===== src/rtl/mux153_rr_sched_if.sv =====
// Bus between the requesters and the round-robin scheduler of a shared 153-style 4:1 mux.
// The master side drives requests; the slave side (the scheduler) drives grant and mux controls.
interface mux153_rr_sched_if;
  logic [3:0] REQ;
  logic [3:0] GNT;
  logic       S1;
  logic       S0;
  logic       E;
  logic       BUSY;

  modport master (output REQ, input GNT, S1, S0, E, BUSY);
  modport slave  (input REQ, output GNT, S1, S0, E, BUSY);
endinterface


===== src/rtl/mux153_rr_sched.sv =====
// Round-robin scheduler for one shared 153-style 4:1 mux: bounded bursts, registered S1/S0/E.
// Optional feature: define MUX153_GUARD_EN to insert a 1-cycle E=1 guard gap after every release.
module mux153_rr_sched #(
  parameter int BURST = 4,
  parameter int CNT_W = 3
) (
  input  logic               CLK,
  input  logic               RST,
  mux153_rr_sched_if.slave   bus
);

  typedef enum logic [1:0] {
    ST_IDLE  = 2'd0,
`ifdef MUX153_GUARD_EN
    ST_GUARD = 2'd2,
`endif
    ST_GRANT = 2'd1
  } state_t;

  localparam logic [CNT_W-1:0] BURST_C = CNT_W'(BURST);
  localparam logic [CNT_W-1:0] CNT_ONE = CNT_W'(1);

  // Winner search from last+1 round to last; returns {found, index}.
  function automatic logic [2:0] pick_winner(input logic [3:0] req, input logic [1:0] last);
    logic [2:0] pick;
    logic [1:0] idx;
    pick = 3'b000;
    for (int k = 4; k >= 1; k--) begin
      idx = last + k[1:0];
      if (req[idx]) begin
        pick = {1'b1, idx};
      end else begin
        pick = pick;
      end
    end
    return pick;
  endfunction

  state_t           state_q, state_d;
  logic [CNT_W-1:0] cnt_q, cnt_d;
  logic [1:0]       last_q, last_d;
  logic [3:0]       gnt_q, gnt_d;
  logic [1:0]       sel_q, sel_d;
  logic             e_q, e_d;
  logic             busy_q, busy_d;

  logic [2:0]       win_idle;
  logic             release_now;
`ifndef MUX153_GUARD_EN
  logic [2:0]       win_rel;
`endif

  always_comb begin
    state_d     = state_q;
    cnt_d       = cnt_q;
    last_d      = last_q;
    gnt_d       = gnt_q;
    sel_d       = sel_q;
    e_d         = e_q;
    busy_d      = busy_q;
    win_idle    = pick_winner(bus.REQ, last_q);
    // During a grant sel_q is the owner, so the post-release search starts after it.
    release_now = (bus.REQ[sel_q] == 1'b0) || (cnt_q == BURST_C);
`ifndef MUX153_GUARD_EN
    win_rel     = pick_winner(bus.REQ, sel_q);
`endif

    case (state_q)
      ST_IDLE: begin
        if (win_idle[2]) begin
          state_d = ST_GRANT;
          gnt_d   = 4'b0001 << win_idle[1:0];
          sel_d   = win_idle[1:0];
          e_d     = 1'b0;
          busy_d  = 1'b1;
          cnt_d   = CNT_ONE;
        end else begin
          state_d = ST_IDLE;
          gnt_d   = 4'b0000;
          e_d     = 1'b1;
          busy_d  = 1'b0;
          cnt_d   = '0;
        end
      end

      ST_GRANT: begin
        if (release_now) begin
          last_d = sel_q;
`ifdef MUX153_GUARD_EN
          state_d = ST_GUARD;
          gnt_d   = 4'b0000;
          e_d     = 1'b1;
          busy_d  = 1'b0;
          cnt_d   = '0;
`else
          if (win_rel[2]) begin
            state_d = ST_GRANT;
            gnt_d   = 4'b0001 << win_rel[1:0];
            sel_d   = win_rel[1:0];
            e_d     = 1'b0;
            busy_d  = 1'b1;
            cnt_d   = CNT_ONE;
          end else begin
            state_d = ST_IDLE;
            gnt_d   = 4'b0000;
            e_d     = 1'b1;
            busy_d  = 1'b0;
            cnt_d   = '0;
          end
`endif
        end else begin
          cnt_d = cnt_q + CNT_ONE;
        end
      end

`ifdef MUX153_GUARD_EN
      // Guard arbitrates exactly like idle; last_q was already updated on release.
      ST_GUARD: begin
        if (win_idle[2]) begin
          state_d = ST_GRANT;
          gnt_d   = 4'b0001 << win_idle[1:0];
          sel_d   = win_idle[1:0];
          e_d     = 1'b0;
          busy_d  = 1'b1;
          cnt_d   = CNT_ONE;
        end else begin
          state_d = ST_IDLE;
          gnt_d   = 4'b0000;
          e_d     = 1'b1;
          busy_d  = 1'b0;
          cnt_d   = '0;
        end
      end
`endif

      default: begin
        state_d = ST_IDLE;
        gnt_d   = 4'b0000;
        e_d     = 1'b1;
        busy_d  = 1'b0;
        cnt_d   = '0;
      end
    endcase
  end

  // State and output registers; synchronous reset returns everything to idle with last=3.
  always_ff @(posedge CLK) begin
    if (RST) begin
      state_q <= ST_IDLE;
      cnt_q   <= '0;
      last_q  <= 2'd3;
      gnt_q   <= 4'b0000;
      sel_q   <= 2'd0;
      e_q     <= 1'b1;
      busy_q  <= 1'b0;
    end else begin
      state_q <= state_d;
      cnt_q   <= cnt_d;
      last_q  <= last_d;
      gnt_q   <= gnt_d;
      sel_q   <= sel_d;
      e_q     <= e_d;
      busy_q  <= busy_d;
    end
  end

  assign bus.GNT  = gnt_q;
  assign bus.S1   = sel_q[1];
  assign bus.S0   = sel_q[0];
  assign bus.E    = e_q;
  assign bus.BUSY = busy_q;

endmodule


===== src/flat_wrapper.sv =====
// flat-port wrapper written by rule: the top's interface ports become plain ports
module mux153_rr_sched_flat 
#(
  parameter int BURST = 4,
  parameter int CNT_W = 3
)
  (CLK, RST, bus_REQ, bus_GNT, bus_S1, bus_S0, bus_E, bus_BUSY);
  mux153_rr_sched_if bus_i ();
  input  logic CLK;
  input  logic RST;
  input wire logic [$bits(bus_i.REQ)-1:0] bus_REQ;
  output wire logic [$bits(bus_i.GNT)-1:0] bus_GNT;
  output wire logic [$bits(bus_i.S1)-1:0] bus_S1;
  output wire logic [$bits(bus_i.S0)-1:0] bus_S0;
  output wire logic [$bits(bus_i.E)-1:0] bus_E;
  output wire logic [$bits(bus_i.BUSY)-1:0] bus_BUSY;
  assign bus_i.REQ = bus_REQ;
  assign bus_GNT = bus_i.GNT;
  assign bus_S1 = bus_i.S1;
  assign bus_S0 = bus_i.S0;
  assign bus_E = bus_i.E;
  assign bus_BUSY = bus_i.BUSY;
  mux153_rr_sched #(.BURST(BURST), .CNT_W(CNT_W)) u_core (.CLK(CLK), .RST(RST), .bus(bus_i));
endmodule

===== config.mk =====
export PLATFORM = sky130hd
export DESIGN_NAME = mux153_rr_sched_flat
export DESIGN_NICKNAME = d
export VERILOG_FILES = /design/src/rtl/mux153_rr_sched_if.sv /design/src/rtl/mux153_rr_sched.sv /design/src/flat_wrapper.sv
export SDC_FILE = /design/constraint.sdc
export NUM_CORES = 1
export LEC_CHECK = 0
export ABC_CLOCK_PERIOD_IN_PS = 2800
export BUFFER_PORTS_ARGS = -buffer_cell sky130_fd_sc_hd__buf_2
export CORE_MARGIN = 2
export CORE_UTILIZATION = 35
export DETAILED_ROUTE_END_ITERATION = 10
export GPL_ROUTABILITY_DRIVEN = 1
export GPL_TIMING_DRIVEN = 0
export PLACE_DENSITY_LB_ADDON = 0.25
export REMOVE_ABC_BUFFERS = 1
export SYNTH_ARGS = -nofsm -noshare
export SYNTH_HDL_FRONTEND = slang
export SYNTH_SLANG_ARGS = --single-unit
export TNS_END_PERCENT = 50

===== constraint.sdc =====
create_clock -name CLK -period 2.8 [get_ports CLK]
set_input_delay 0.42 -clock CLK [delete_from_list [all_inputs] [get_ports CLK]]
set_output_delay 0.42 -clock CLK [all_outputs]
set_load 0.02 [all_outputs]

==> summary.md <==
| Metric | Value |
|---|---|
| Dpl cell area | `842.1 µm²` |
| Layout cell share with drive strength beyond 1 | `18.45%` |
| CTS tree | `built` |
| CP Buf/Inv Count | `0` |
| Worst EP arrival | `2140 ps` |
| Ys async rst share | `0%` |
| Routed WL | `1.675 mm` |
| Leakage | `0.3850 nW` |
| Drt wl/cell | `12.88 µm` |
| Die Ht | `between 50 and 60 µm` |
| Antenna viol nets, final | `0` |
| Fin util | `43.38%` |
| Vias/cell | `about 5.5` |
| Count of different cell masters after synthesis | `39` |
| Num rows | `16` |
| Final period util | `around 70%` |
| Hold Buf Count CTS | `0` |
| Crit path kind | `reg -> reg` |
| Unrepaired setup endpoints after global routing | `no` |
| Final slew viol count | `0` |
| Drt pass-1 iters | `4` |
| Post-synthesis sequential element count | `13` |
| Synth Instances | `88` |
| Root buf cell | `clkbuf_4` |
| Final min period | `approximately 2000 ps` |
| Endpoints failing setup | `0` |
| Core Region | `between 2000 and 2500 µm²` |
| Syn Area/Cell | `8.574 µm²` |
| Port Buffers | `13` |
| Num ports | `14` |
| Antenna Cells | `0` |
| GR Overflow Total | `0` |
| Status | `finished, final reports clean` |
| Crit-path cells | `mux4_1, a21boi_1, nor2_1, nor2b_1, a211o_1` |
| Critical Path RT | `2980 ps` |
| Area growth, synth to finish | `15.09%` |
| Number of CTS-inserted buffers | `3` |
| Total Power | `about 0.00049 W` |
| Crit path max-delay cell type | `mux4_1` |
| Seq/Total Area, Yosys | `34.49%` |
| Fmax | `0.5091 GHz` |
| First-iteration detailed-routing DRC count | `16` |
| Number of global-route vias before repair | `674` |
| Final Instance Area | `868.3 µm²` |
| Gpl congestion | `around 0.9` |
| Crit end category | `register` |
| Most frequent cells in the layout | `buf_2, dfxtp_1, inv_1` |
| Clock skew | `10.03 ps` |
| Initial core utilization | `between 30 and 40%` |
| Skew-Pair Late Insertion Delay | `around 280 ps` |
| Worst-case clock buffer depth | `2` |
| Fillers | `roughly 210` |
| Die area | `2543 µm²` |
| Post-route DRC | `0` |
| Worst Slack Setup Final | `835.9 ps` |
| Final Hold Fails | `0` |
| H-tree depth reported by CTS | `1` |
| Largest net degree at the start of global routing | `16` |
| Worst vdd ir | `0.0002928 V` |
| Cell family contributing the most delay on the critical path | `multiplexers` |
| Initial antenna violation count | `0` |
| Clk sinks | `13` |
| Post-Syn Area | `754.5 µm²` |
| DP Worst Slack | `just under 800 ps` |
| Number of flops mapped to enable cells by yosys | `0` |
| Nets | `112` |
| Final HPWL DP | `1.246 mm` |
| Power per Cell Area | `567.9 nW/µm²` |
| Clk slew on worst S/H paths | `80 ps` |
| Worst-path maximum fanout | `7` |
| Slew @ Worst Pin | `622.2 ps` |
| Setup bufs post-CTS | `0` |
| Synthesis Warnings | `0` |
| CP peak stage delay | `600 ps` |
| CP startpoint kind | `register` |
| CTS resizes | `0` |
| Routed via count | `717` |
| First-pass GRT wire length | `between 2 and 3 mm` |
| GRT Overall Usage | `between 10% and 20%` |
| Top_reg_cell synth | `dfxtp_1` |
| Setup TNS | `0 ps` |
| Min-delay worst type | `reg -> reg` |
| Die width | `around 50 µm` |
| Max-cap viol count | `0` |
| Slew headroom | `roughly three fifths` |
==> stage by stage <==
stage               hold WS (ps)  instances
global placement           444.7        126
finish                     460.5        130
global route               475.7        130
CTS                        466.9        130
detailed placement         451.5        126
floorplan                  484.6         86
==> sequential cells by signal (all words and copies together), names as in the netlist <==
signal and cells:
u_core.bus.BUSY 1, u_core.cnt_q 3, u_core.last_q 2, u_core.bus.GNT 4, u_core.sel_q 2, u_core.bus.E 1
==> kinds of logic (layout without fill, tap and decap cells) <==
kind of cell / after synthesis / after routing / synth area share [%]
adder cells (fa/ha/maj): 2 / 2 / 3.316
AND/OR/NAND/NOR: 27 / 27 / 17.41
AO/OA/AOI/OAI: 31 / 31 / 32.01
buffers and inverters: 12 / 27 / 6.799
XOR/XNOR: 1 / 1 / 1.161
flip-flops: 13 / 13 / 34.49
multiplexers: 2 / 2 / 4.810
==> worst paths after layout <==
kind	startpoint	slack, ps	to	cells past startpoint
worst max-delay path	u_core.sel_q[0]	840	u_core.last_q[1]	5
worst min register to register	u_core.bus.E	460	u_core.bus.E	2
worst max register to register	u_core.sel_q[0]	840	u_core.last_q[1]	5
worst min-delay path	u_core.bus.E	460	u_core.bus.E	2
==> area by class of cell <==
class                           instances  area (µm²)  share of cell area [%]
Clock buffer                            4       26.28                   3.026
Inverter                               10       40.04                   4.611
Multi-Input combinational cell         63       442.9                   51.01
Sequential cell                        13       260.3                   29.97
Tap cell                               27       33.78                   3.890
Timing Repair Buffer                   13       65.06                   7.493
==> worst reg2reg max path, stage by stage (launching register included) <==
cell      delay (ps)
dfxtp_1          470
mux4_1           600
a21boi_1         170
nor2_1           270
nor2b_1           90
a211o_1          260
==> Yosys cell counts, types with 2 or more instances <==
library cell,instances,area share [%]
a211o_1,3,3.5
a211oi_1,4,4.0
a21o_1,2,2.0
a21oi_1,4,2.7
a311oi_1,2,2.3
dfxtp_1,13,34
ha_1,2,3.3
inv_1,9,4.5
nand2_1,5,2.5
nand2b_1,2,1.7
nand3_1,2,1.3
nor2_1,8,4.0
nor2b_1,2,1.7
nor3_1,4,2.7
nor3b_1,2,2.0
==> routing by layer <==
metal / vias up / global-route usage, % / part of all wire [%]
met5: - / 0 / 0
met4: 0 / 8.559 / 1.9
met3: 6 / 2.679 / 4.1
met2: 21 / 25.88 / 49
met1: 331 / 17.88 / 45
li1: 359 / - / -
==> report_power, final <==
group          total (W)  internal (W)  switching [W]
clock network   0.000117     0.0000553      0.0000617
logic           0.000151     0.0000631      0.0000882
registers       0.000225      0.000205      0.0000201
No activity file was read; power rests on OpenSTA's default activity.
